## src/rtl/uart_cmd_decoder_if.sv

```systemverilog
// uart_cmd_decoder_if
// Bundles the signals between the UART command decoder and its neighbours.
//   Receive side : rxByte, rxStrobe, rxErr (from the UART receiver)
//   Response side: ackValid, ackByte (to the TX mux), ackTaken (from the TX mux)
//   Config side  : width, traceEn, ledCtl, errCount (to the trace marshaller / LEDs)
// The decoder uses the slave modport. The master modport is the view from the
// surrounding logic, such as the receiver, the TX mux or a testbench.
interface uart_cmd_decoder_if;
   logic [7:0] rxByte;
   logic       rxStrobe;
   logic       rxErr;
   logic [2:0] width;
   logic       traceEn;
   logic [3:0] ledCtl;
   logic       ackValid;
   logic [7:0] ackByte;
   logic       ackTaken;
   logic [7:0] errCount;

   // Surrounding logic drives the received bytes and the ack consumption.
   modport master (
      output rxByte, rxStrobe, rxErr, ackTaken,
      input  width, traceEn, ledCtl, ackValid, ackByte, errCount
   );

   // The decoder consumes bytes and drives the configuration and response.
   modport slave (
      input  rxByte, rxStrobe, rxErr, ackTaken,
      output width, traceEn, ledCtl, ackValid, ackByte, errCount
   );
endinterface

```

## src/rtl/uart_cmd_decoder.sv

```systemverilog
// uart_cmd_decoder
// Parses 4-byte host frames {0xA5, CMD, ARG, CHK} with CHK = 0xA5^CMD^ARG.
// A frame with a valid checksum updates the probe configuration registers.
// Every complete frame is answered with one ACK (0x06) or NAK (0x15) byte.
// The ACK/NAK byte is handed over through a valid/taken handshake.
// Ports:
//   clkOut : 48 MHz system clock
//   rst    : synchronous, active-high reset
//   bus    : uart_cmd_decoder_if.slave, which carries the rx byte strobe,
//            rxErr, the config outputs, the ack handshake and errCount
// Parameter:
//   TIMEOUT_CYCLES : longest idle gap allowed between the bytes of one frame
module uart_cmd_decoder #(
   parameter int TIMEOUT_CYCLES = 480000
) (
   input  logic                 clkOut,
   input  logic                 rst,
   uart_cmd_decoder_if.slave    bus
);

   localparam int TW = $clog2(TIMEOUT_CYCLES + 1);

   localparam logic [7:0] HDR_BYTE = 8'hA5;
   localparam logic [7:0] ACK_BYTE = 8'h06;
   localparam logic [7:0] NAK_BYTE = 8'h15;

   typedef enum logic [2:0] {
      IDLE,
      GOT_HDR,
      GOT_CMD,
      GOT_ARG,
      RESP
   } state_t;

   state_t        state_q, state_d;
   logic [TW-1:0] timer_q, timer_d;
   logic [7:0]    cmd_q, arg_q;
   logic [2:0]    width_q;
   logic          traceEn_q;
   logic [3:0]    ledCtl_q;
   logic [7:0]    ackByte_q;
   logic [7:0]    errCount_q;

   logic midFrame;
   logic timeoutHit;
   logic ackValid;
   logic latchCmd;
   logic latchArg;
   logic frameDone;
   logic errInc;
   logic chkOk;
   logic respAck;
   logic setWidth;
   logic setEnable;
   logic setLeds;

   assign midFrame   = (state_q == GOT_HDR) || (state_q == GOT_CMD) || (state_q == GOT_ARG);
   assign timeoutHit = midFrame && (timer_q == TW'(TIMEOUT_CYCLES));

   // State register. This holds the current frame parsing position.
   always_ff @(posedge clkOut) begin
      if (rst) begin
         state_q <= IDLE;
      end else begin
         state_q <= state_d;
      end
   end

   // Next-state logic. Inside a frame, rxErr beats a same-cycle strobe.
   // A strobe beats a same-cycle timeout, so a byte that arrives exactly at
   // the limit still counts.
   always_comb begin
      state_d = state_q;
      case (state_q)
         IDLE: begin
            if (bus.rxStrobe && (bus.rxByte == HDR_BYTE)) begin
               state_d = GOT_HDR;
            end
         end
         GOT_HDR, GOT_CMD, GOT_ARG: begin
            if (bus.rxErr) begin
               state_d = IDLE;
            end else if (bus.rxStrobe) begin
               case (state_q)
                  GOT_HDR: state_d = GOT_CMD;
                  GOT_CMD: state_d = GOT_ARG;
                  default: state_d = RESP;
               endcase
            end else if (timeoutHit) begin
               state_d = IDLE;
            end
         end
         RESP: begin
            if (bus.ackTaken) begin
               state_d = IDLE;
            end
         end
         default: state_d = IDLE;
      endcase
   end

   // Output and action decode from the current state.
   // errInc covers mid-frame aborts (rxErr or timeout) and bytes that arrive
   // while the response is still waiting to be taken.
   always_comb begin
      ackValid  = (state_q == RESP);
      latchCmd  = (state_q == GOT_HDR) && bus.rxStrobe && !bus.rxErr;
      latchArg  = (state_q == GOT_CMD) && bus.rxStrobe && !bus.rxErr;
      frameDone = (state_q == GOT_ARG) && bus.rxStrobe && !bus.rxErr;
      errInc    = (midFrame && (bus.rxErr || (!bus.rxStrobe && timeoutHit)))
                  || ((state_q == RESP) && bus.rxStrobe);
   end

   // Command evaluation on the CHK byte. Only a matching checksum can select
   // a register update. Any failed check falls through to a NAK.
   always_comb begin
      chkOk     = (bus.rxByte == (HDR_BYTE ^ cmd_q ^ arg_q));
      respAck   = 1'b0;
      setWidth  = 1'b0;
      setEnable = 1'b0;
      setLeds   = 1'b0;
      if (chkOk) begin
         case (cmd_q)
            8'h01: begin
               if ((arg_q == 8'd1) || (arg_q == 8'd2) || (arg_q == 8'd4)) begin
                  setWidth = 1'b1;
                  respAck  = 1'b1;
               end
            end
            8'h02: begin
               setEnable = 1'b1;
               respAck   = 1'b1;
            end
            8'h03: begin
               setLeds = 1'b1;
               respAck = 1'b1;
            end
            8'h04: begin
               respAck = 1'b1;
            end
            default: respAck = 1'b0;
         endcase
      end
   end

   // Inter-byte timer. It restarts on every accepted byte and only runs
   // while a frame is partly received.
   always_comb begin
      if (midFrame && !bus.rxStrobe) begin
         timer_d = timer_q + TW'(1);
      end else begin
         timer_d = '0;
      end
   end

   always_ff @(posedge clkOut) begin
      if (rst) begin
         timer_q <= '0;
      end else begin
         timer_q <= timer_d;
      end
   end

   // Frame capture, configuration registers, response byte and the
   // saturating abort counter. ackByte only changes on frameDone, which
   // happens in GOT_ARG, so it is stable for the whole RESP period.
   always_ff @(posedge clkOut) begin
      if (rst) begin
         cmd_q      <= 8'h00;
         arg_q      <= 8'h00;
         width_q    <= 3'd4;
         traceEn_q  <= 1'b1;
         ledCtl_q   <= 4'h0;
         ackByte_q  <= 8'h00;
         errCount_q <= 8'h00;
      end else begin
         if (latchCmd) begin
            cmd_q <= bus.rxByte;
         end
         if (latchArg) begin
            arg_q <= bus.rxByte;
         end
         if (frameDone) begin
            ackByte_q <= respAck ? ACK_BYTE : NAK_BYTE;
            if (setWidth) begin
               width_q <= arg_q[2:0];
            end
            if (setEnable) begin
               traceEn_q <= arg_q[0];
            end
            if (setLeds) begin
               ledCtl_q <= arg_q[3:0];
            end
         end
         if (errInc && (errCount_q != 8'hFF)) begin
            errCount_q <= errCount_q + 8'd1;
         end
      end
   end

   assign bus.width    = width_q;
   assign bus.traceEn  = traceEn_q;
   assign bus.ledCtl   = ledCtl_q;
   assign bus.ackValid = ackValid;
   assign bus.ackByte  = ackByte_q;
   assign bus.errCount = errCount_q;

endmodule

```

## src/flat_wrapper.sv

```systemverilog
// flat-port wrapper written by rule: the top's interface ports become plain ports
module uart_cmd_decoder_flat 
#(
   parameter int TIMEOUT_CYCLES = 480000
)
  (clkOut, rst, bus_rxByte, bus_rxStrobe, bus_rxErr, bus_ackTaken, bus_width, bus_traceEn, bus_ledCtl, bus_ackValid, bus_ackByte, bus_errCount);
  uart_cmd_decoder_if bus_i ();
  input  logic clkOut;
  input  logic rst;
  input wire logic [$bits(bus_i.rxByte)-1:0] bus_rxByte;
  input wire logic [$bits(bus_i.rxStrobe)-1:0] bus_rxStrobe;
  input wire logic [$bits(bus_i.rxErr)-1:0] bus_rxErr;
  input wire logic [$bits(bus_i.ackTaken)-1:0] bus_ackTaken;
  output wire logic [$bits(bus_i.width)-1:0] bus_width;
  output wire logic [$bits(bus_i.traceEn)-1:0] bus_traceEn;
  output wire logic [$bits(bus_i.ledCtl)-1:0] bus_ledCtl;
  output wire logic [$bits(bus_i.ackValid)-1:0] bus_ackValid;
  output wire logic [$bits(bus_i.ackByte)-1:0] bus_ackByte;
  output wire logic [$bits(bus_i.errCount)-1:0] bus_errCount;
  assign bus_i.rxByte = bus_rxByte;
  assign bus_i.rxStrobe = bus_rxStrobe;
  assign bus_i.rxErr = bus_rxErr;
  assign bus_i.ackTaken = bus_ackTaken;
  assign bus_width = bus_i.width;
  assign bus_traceEn = bus_i.traceEn;
  assign bus_ledCtl = bus_i.ledCtl;
  assign bus_ackValid = bus_i.ackValid;
  assign bus_ackByte = bus_i.ackByte;
  assign bus_errCount = bus_i.errCount;
  uart_cmd_decoder #(.TIMEOUT_CYCLES(TIMEOUT_CYCLES)) u_core (.clkOut(clkOut), .rst(rst), .bus(bus_i));
endmodule
```

## config.mk

```make
export PLATFORM = sky130hd
export DESIGN_NAME = uart_cmd_decoder_flat
export DESIGN_NICKNAME = d
export VERILOG_FILES = /design/src/rtl/uart_cmd_decoder_if.sv /design/src/rtl/uart_cmd_decoder.sv /design/src/flat_wrapper.sv
export SDC_FILE = /design/constraint.sdc
export NUM_CORES = 1
export LEC_CHECK = 0
export BUFFER_PORTS_ARGS = -buffer_cell sky130_fd_sc_hd__clkbuf_2
export CAP_MARGIN = 10
export CORE_UTILIZATION = 62
export DETAILED_ROUTE_END_ITERATION = 16
export MAX_ROUTING_LAYER = met4
export PLACE_DENSITY = 0.86
export REMOVE_ABC_BUFFERS = 1
export SETUP_SLACK_MARGIN = 0.3
export SKIP_LAST_GASP = 1
export SLEW_MARGIN = 20
export SYNTH_ARGS = -nofsm -noshare
export SYNTH_HDL_FRONTEND = slang
export SYNTH_SLANG_ARGS = --single-unit
```

## constraint.sdc

```tcl
create_clock -name clkOut -period 3.4 [get_ports clkOut]
set_clock_uncertainty 0.1 [all_clocks]
set_input_delay 0.51 -clock clkOut [delete_from_list [all_inputs] [get_ports clkOut]]
set_output_delay 0.51 -clock clkOut [all_outputs]
set_load 0.01 [all_outputs]
```

==> results, run 1 <==
- The sequential element share of the synthesized area is 39.4%.
- Across the run, the number of max-cap violations was 0.
- The fraction of the mapped netlist area in compound gates is 9.03%.
- The initial antenna violation count is 0.
- The count of different cell masters after synthesis is 59.
- The post-detailed-route via-to-cell ratio is 6.09.
- The detailed router's first-iteration violation count is 147.
- Of all flip-flops after synthesis, the portion carrying an async set or reset was 0%.
- The number of nets in the layout is 364.
- The transition time of the tightest slew-check pin is 0.808 ns.
- The worst pin sits at a relative slew slack of 46.2%.
- The arrival time of data at the critical path endpoint is 2.56 ns.
- In the final routed layout, each cell accounts on average for 15.6 um.
- The worst hold path endpoint is u_core.bus.ledCtl[2]$_SDFFE_PP0P_.
- The worst-case IR drop observed on VDD is 0.000337 V.
- The final period utilization is 71.4%.
- The total track usage is 28.9%.
- The remaining global-route overflow is 0.
- The total negative slack is 0 ns.
- In the global route stage, met2 resource usage came out at 47.9%.
- The number of hold violations in the final report is 0.
- Routability-driven placement finished with a final weighted congestion of 0.851.
- The worst hold margin is 0.361 ns.
- Dividing the synthesized area by the synthesized cell count gives 9.22 um2.
- The slowest stage of the critical path belongs to the cell nor4_1.
- The cts-stage hold buffer count is 0.
- STA classifies the critical path endpoint as a flip-flop.
- Setup repair after global routing left no endpoint under its margin.
- The maximum frequency from static timing analysis is 412 MHz.
- The sequential cell area in the final layout is 1140 um2.
- The number of buffers and inverters on the critical path is 1.
- In this run the power density over the cells is 504 nW/um2.
- The number of flops mapped to enable cells by yosys is 0.
- The combinational family with the most area after synthesis is simple AND/OR/NAND/NOR gates.
- After detailed routing, the total wire length is 6.32 mm.
- The count of unresolved DRC violations after routing is 0.
- The number of global-route vias before repair is 2422.
- The flow ran to the end, and the final reports show no timing, DRC or antenna violations.
- The synthesized-area fraction occupied by and/or/nand/nor cells is 27.4%.
- STA classifies the critical path startpoint as a flip-flop.
- The estimated wirelength of the detail-placed design is 4.33 mm.
- The clock tree root buffer cell is clkbuf_8.
- Clock latency on the worst-skew pair, taken at its later pin, is 0.34 ns.
- The mux contribution to synthesized area is 7.69%.
- The area of the multi-input gates is 1650 um2.
- The startpoint identified for the worst register-to-register timing path is u_core.timer_q[0]$_SDFF_PP0_.
- After Yosys synthesis, full adders, half adders and majority gates account for 1.30% of the synthesized area.
- The number of iterations in the first detailed-routing pass is 4.
- In this run the deepest clock path goes through 2 buffers.
- The first global-routing pass estimated 11.0 mm of wire.
- For this run, the number of Yosys warnings is 0.
- After floorplanning, the core was divided into 24 placement rows.
- Post-CTS timing repair inserted 0 buffers for setup.
- The worst hold path belongs to the class flip-flop to flip-flop.
- The total of fill cells in the finished design is 310.
- The layer flagged by global routing as most heavily used is met2.
- The count of clock tree sinks is 57.
- The main flop type after synthesis is dfxtp_1.
- The die footprint is 4950 um2.
- The total clock buffers created by CTS is 9.
- The detailed-route via count is 2468.
- The number of max-slew violations in the final report is 0.
- The final non-filler cell total is 405.
- Setup violations remaining at the end of the flow were counted as 0.
- In the global route stage, met1 resource usage came out at 33.0%.
- The layout overhead on the synthesized area is 13.2%.
- The count of nets left with antenna violations after detail routing is 0.
- The worst stage delay on the critical path is 0.47 ns.
- The area share of xor/xnor cells in the synthesized design is 11.0%.
- In the global route stage, met3 resource usage came out at 6.78%.
- The CTS tree is done.
- Along the worst path, the maximum fanout reaches 11.
- The total of buffers placed on input and output ports is 33.
- Measured along the x axis, the die boundary spans 70.3 um.
- Summed over all cells, the static leakage comes to 1.33 nW.
- The initial utilization of the core area, before any placement, comes to 65.6%.
- Subtracting the final worst setup slack from the clock period gives 2.43 ns.
- The worst hold path passes through 2 cells.
- The share of layout cells above drive strength 1 is 19.5%.
- Entering global routing, the biggest net connects 38 pins.
- Across all register-to-register paths, the minimum setup slack is 0.97 ns.
- Clock-pin slew was measured on the worst setup and hold paths at 0.06 ns.
- The area of the placeable core is 4410 um2.
- The area of the mapped netlist is 2900 um2.
- The total power draw is 1.65 mW.
- The cell count after placement is 389.
- The H-tree generated during clock tree synthesis spans 3 levels.
- The number of storage elements in the synthesis netlist is 57.
- The worst register-to-register path has a depth of 7.
- The data required time of the critical path is 3.53 ns.
- Walking the worst path, the cells encountered are inv_1 > ha_1 > nand4bb_1 > nor4_1 > a21oi_1 > nor4_1 > mux2_2.
- The worst setup path category is flip-flop to flip-flop.
- In this run the most critical hold path is launched from u_core.bus.ledCtl[2]$_SDFFE_PP0P_.
- The cell repeated most along the worst path is nor4_1.
- The antenna diode instance count is 0.
- During I/O placement, the number of pins put on the boundary was 38.
- The post-cts gate resize count is 0.
- The worst reg2reg path endpoint is u_core.bus.errCount[5]$_SDFFE_PP0P_.
- The vertical die dimension is 70.3 um.
- Synthesis produced 314 cells.
- The critical path's top delay family is simple AND/OR/NAND/NOR gates.
## per-layer routing
metal | up-vias | part of all wire [%]
met1 | 1185 | 42
met3 | 15 | 5.5
met4 | 0 | 1.8
met5 | - | 0
li1 | 1185 | -
met2 | 83 | 51
## state kept, by name, indices dropped and copies added (netlist names)
signal / count
u_core.timer_q: 19
u_core.arg_q: 8
u_core.bus.errCount: 8
u_core.cmd_q: 8
u_core.bus.ledCtl: 4
u_core.bus.ackByte: 3
u_core.bus.width: 3
u_core.state_q: 3
u_core.bus.traceEn: 1
## synthesized netlist by cell type (3+ instances only)
master	count	area share [%]
mux2i_1	20	6.9
xnor3_2	6	4.9
or3_1	6	1.3
nand4_1	6	1.3
buf_4	6	1.6
nor4_1	5	1.1
or4_1	4	1.0
nand3_1	18	3.1
nor2_1	46	6.0
and3_1	3	0.65
nand2_1	20	2.6
ha_1	3	1.3
nor3_1	6	1.0
dfxtp_1	57	39
and2_1	4	0.86
and4_1	4	1.2
inv_1	7	0.91
xor2_1	10	3.0
clkbuf_1	7	0.91
xnor2_1	5	1.5
a21oi_1	17	2.9
o21ai_0	9	1.6
## final cells by class
| cell class | count | share of cell area [%] |
|---|---|---|
| clock buffers | 14 | 5.27 |
| multi-input cells | 237 | 50.5 |
| inverters | 8 | 0.916 |
| repair buffers | 35 | 5.50 |
| well taps | 52 | 1.98 |
| clock inverters | 2 | 1.07 |
| flip-flops and latches | 57 | 34.8 |
## power breakdown
part	leakage, nW	switching [mW]	internal (mW)
logic	0.763	0.169	0.104
registers	0.460	0.0355	0.690
clock network	0.107	0.255	0.398
total	1.33	0.460	1.19
## stage by stage
step | worst slack, ns | utilization (%) | instance area (um2)
after global placement | 1.03 | 69.6 | 3070
after detailed placement | 0.957 | 69.6 | 3070
after global routing | 0.811 | 74.3 | 3280
after CTS | 0.960 | 74.3 | 3280
after floorplan | 0.642 | - | 2820
final | 0.971 | 74.3 | 3280
## cell families (layout without fill, tap and decap cells)
family | count (synthesis) | after routing
other cells | 1 | 4
compound gates | 42 | 42
fa+ha+maj | 3 | 3
buf+inv | 23 | 59
xor+xnor | 23 | 23
simple gates | 143 | 143
flops | 57 | 57
mux | 22 | 22
## placed cells by master, fill, tap and decap left out, types with 3 or more instances in the layout
master / instances
nor2_1: 46
nor3_1: 6
clkbuf_8: 12
nor4_1: 5
nand4_1: 6
clkbuf_2: 33
xnor2_1: 5
or4_1: 4
and2_1: 4
a21oi_1: 17
mux2i_1: 20
ha_1: 3
inv_1: 7
nand2_1: 20
or3_1: 6
and4_1: 4
nand3_1: 18
and3_1: 3
dfxtp_1: 57
xnor3_2: 6
conb_1: 4
o21ai_0: 9
xor2_1: 10
## tightest hold or removal path: stages, from the launching register on
cell     delay [ns]
dfxtp_1        0.31
nand2_1        0.05
a21oi_1        0.05
## worst max path at each step
stage                                   startpoint                             endpoint  slack (ns)  cells after the start
finish                u_core.timer_q[0]$_SDFF_PP0_  u_core.bus.errCount[5]$_SDFFE_PP0P_        0.97                      7
global route          u_core.timer_q[0]$_SDFF_PP0_  u_core.bus.errCount[5]$_SDFFE_PP0P_        0.81                      7
CTS                   u_core.timer_q[0]$_SDFF_PP0_  u_core.bus.errCount[5]$_SDFFE_PP0P_        0.96                      7
detailed placement                    bus_rxStrobe  u_core.bus.errCount[5]$_SDFFE_PP0P_        0.96                      6
global placement                      bus_rxStrobe  u_core.bus.errCount[5]$_SDFFE_PP0P_        1.03                      6
floorplan           u_core.state_q[1]$_SDFFE_PP0P_       u_core.state_q[0]$_SDFFE_PP0P_        0.64                      4
No activity file was read; power rests on OpenSTA's default activity.
==> run 2, diff against run 1 <==
- CORE_UTILIZATION: 62 -> 57
- PLACE_DENSITY: 0.86 -> 0.8
- clock period: 3.4 -> 2.3 ns (I/O delays scaled with it)
==> run 2 against run 1 <==
Global-route usage is 1.5 points lower. First-iteration DRC count rose by 27%. Hold slack got worse by 0.15 ns. Sequential share of layout area fell by 2.2 points. Critical path depth decreased by 2. Power rose by 72%. Clock power up 88%. Register-to-register slack lost 0.72 ns. Combinational power is 94% higher. Flip-flop and latch count unchanged. Critical path type unchanged. Largest power group is now clock.
==> results, run 2 (synthesis gave the netlist of run 1 again) <==
- The top register by number of flip-flops is u_core.timer_q.
- The number of max-slew violations in the final report is 0 (unchanged).
- The global-route wire length before repair is 10.7 mm (-2.5%).
- The worst vdd rail ir drop is 0.000666 V (+97%).
- The flip-flop count of the largest register after layout is 19 (unchanged).
- The number of failing setup endpoints in the final timing report is 0 (unchanged).
- The power dissipated by switching net loads is 0.782 mW (+70%).
- The cell sitting at the root of the clock tree is a clkbuf_8.
- The proportion of power drawn by the clock network is 43.1% (+3.6 points).
- The antenna diode instance count came to 0 (unchanged).
- The sum of routed wire length over all layers is 7.14 mm (+13%).
- The CTS tree is done.
- The initial core utilization is 60.1% (-5.5 points).
- The transition time of the tightest slew-check pin is 0.614 ns (-0.193 ns).
- The estimated wirelength of the detail-placed design was 4.27 mm (-1.3%).
- The data required time of the critical path is 2.44 ns (-1.09 ns).
- The H-tree level count came to 3 (unchanged).
- The initial antenna violation count is 0 (unchanged).
- The number of iterations in the first detailed-routing pass is 4 (unchanged).
- The switching power share of the total was 27.5% (-0.35 points).
- The share of layout cells above drive strength 1 is 30.5% (+11 points).
- The summed area of non-filler cells in the final layout is 3590 um2 (+9.4%).
- The internal cell power was 2.07 mW (+73%).
- The number of hold violations in the final report is 0 (unchanged).
- The vertical die dimension came to 73.3 um (+4.2%).
- The die outline width is 73.3 um (+4.2%).
- The number of violations of the max-capacitance limit is 0 (unchanged).
- The final estimated routing congestion in global placement is 0.853 (+0.19%).
- The post-detailed-route via-to-cell ratio is 5.80 (-4.8%).
- The count of clock tree sinks is 57 (unchanged).
- The worst min-delay path startpoint is bus_rxByte[5].
- The total of buffers placed on input and output ports was 33 (unchanged).
- The detailed-route via count is 2541 (+3.0%).
- The arrival time of data at the critical path endpoint is 2.19 ns (-0.37 ns).
- The fraction of the core area covered by cells at the end of the flow is 74.4% (+0.18 points).
- The critical-path maximum fanout is 6 (-5).
- The clock network latency to the later pin of the worst-skew pair was 0.36 ns (+0.02 ns).
- The clock period minus worst slack is 2.05 ns (-0.378 ns).
- In the layout the commonest cells are 46 x nor2_1, 44 x dfxtp_1, 33 x clkbuf_2.
- The remaining global-route overflow is 0 (unchanged).
- The number of global-route vias before repair was 2267 (-6.4%).
- The total power draw is 2.85 mW (+72%).
- The maximum clock path buffer count is 2 (unchanged).
- The total of fill cells in the finished design is 335 (+8.1%).
- The startpoint of the worst-slack reg-to-reg timing path is u_core.arg_q[1]$_SDFFE_PP0P_.
- The launch point of the critical path is u_core.arg_q[1]$_SDFFE_PP0P_.
- Setup repair after global routing could not meet its margin everywhere.
- The portion of total power attributed to sequential cells is 38.3% (-5.6 points).
- The detailed router's first-iteration violation count was 186 (+27%).
- The cts-stage hold buffer count is 0 (unchanged).
- STA classifies the critical path startpoint as a flip-flop.
- The worst stage delay on the critical path is 0.43 ns (-0.04 ns).
- Broken down by cell family, the worst path's largest delay share belongs to compound AO/OA/AOI/OAI gates.
- The top-level I/O count is 38 (unchanged).
- The normalized max-slew margin was 58.9% (+13 points).
- The worst setup path category is flip-flop to flip-flop.
- The count of nets left with antenna violations after detail routing is 0 (unchanged).
- The class of the tightest hold or removal check is primary input to flip-flop.
- The clock transition at the register clock pins on the worst setup and hold paths after CTS came to 0.06 ns (about the same).
- The average routed wire per standard cell is 16.3 um (+4.6%).
- The leakage dissipation came to 1.45 nW (+9.3%).
- The final period utilization is 89.2% (+18 points).
- The portion of total power attributed to combinational logic was 18.6% (+2.0 points).
- The count of unresolved DRC violations after routing is 0 (unchanged).
- The post-detailed-placement cell area is 3140 um2 (+2.3%).
- The area of the placeable core is 4820 um2 (+9.1%).
- The flow ran to the end, and the final reports show no timing, DRC or antenna violations.
- The total clock buffers created by CTS is 9 (unchanged).
- The maximum number of pins on one net before global-route repair came to 38 (unchanged).
- The total track usage was 27.4% (-1.5 points).
- The ratio of total power to cell area came to 794 nW/um2 (+58%).
- The critical path buffer and inverter count came to 0 (-1).
- The type of element capturing the critical path is a flip-flop.
- Relative to the synthesized area, the layout overhead comes to 23.9%.
- The die footprint is 5370 um2 (+8.5%).
- The most common library cell in the layout ignoring fill and taps is nor2_1.
- The maximum frequency from static timing analysis is 488 MHz (+18%).
- The slowest stage of the critical path belongs to the cell xnor3_1.
- The cell row count is 25 (+4.2%).
- Traced cell by cell, the critical path runs through xnor3_1 > nor3b_2 > nand3_2 > o41a_1 > a211o_1.
- The number of nets in the layout came to 382 (+4.9%).
run 2: cell types whose count changed in the layout (fill, tap and decap cells not counted), sizes merged:
cell / before / now
a21oi: 17 / 18
buf: 2 / 19
bufinv: 1 / 3
clkbuf: 47 / 45
clkinv: 2 / 1
clkinvlp: 0 / 1
run 2: stage by stage:
step	hold slack [ns]	instances	setup TNS, ns	worst slack (ns)
floorplan	0.314	302	-4.18	-0.458
global placement	0.336	411	0	0.218
detailed placement	0.350	411	0	0.145
CTS	0.213	433	0	0.252
global route	0.226	438	0	0.165
finish	0.209	438	0	0.249
run 2: area by class of cell:
class / instances / area (um2) / share of cell area, %
multi-input cells: 238 / 1730 / 48.2
flip-flops and latches: 57 / 1170 / 32.6
repair buffers: 52 / 312 / 8.69
clock buffers: 12 / 165 / 4.61
clock inverters: 4 / 97.6 / 2.72
well taps: 67 / 83.8 / 2.34
inverters: 8 / 30.0 / 0.837
run 2: power by group through the flow:
stage          registers (mW)  logic (mW)  clock network, mW
5_1_grt                  1.10       0.568               1.27
4_1_cts                  1.08       0.467               1.22
2_1_floorplan            1.08       0.291                  0
6_report                 1.09       0.530               1.23
3_5_place_dp             1.09       0.438                  0
3_3_place_gp             1.09       0.427                  0
run 2: path summary, 6_finish.rpt:
check / slack, ns / cells after the start / end
setup / recovery: 0.25 / 5 / u_core.bus.traceEn$_SDFFE_PP1P_
hold / removal: 0.21 / 3 / u_core.cmd_q[5]$_SDFFE_PP0P_
setup reg to reg: 0.25 / 5 / u_core.bus.traceEn$_SDFFE_PP1P_
hold reg to reg: 0.36 / 2 / u_core.bus.ledCtl[3]$_SDFFE_PP0P_
run 2: what timing repair did:
action	CTS	global route
gates cloned	0	1
pin swaps	12	4
gates resized for setup	14	19
setup buffers	6	4
endpoints found under the setup margin	12	19
run 2: tightest hold or removal path: cells and delay by family:
kind	cells	cell delay, ns
buf+inv	1	0.13
mux	1	0.08
simple gates	1	0.07
run 2: per-layer routing:
metal / part of all wire [%] / GRT usage [%]
met5: 0 / -
met4: 2.3 / 13.9
met3: 6.3 / 5.21
met2: 48 / 41.8
met1: 44 / 34.7
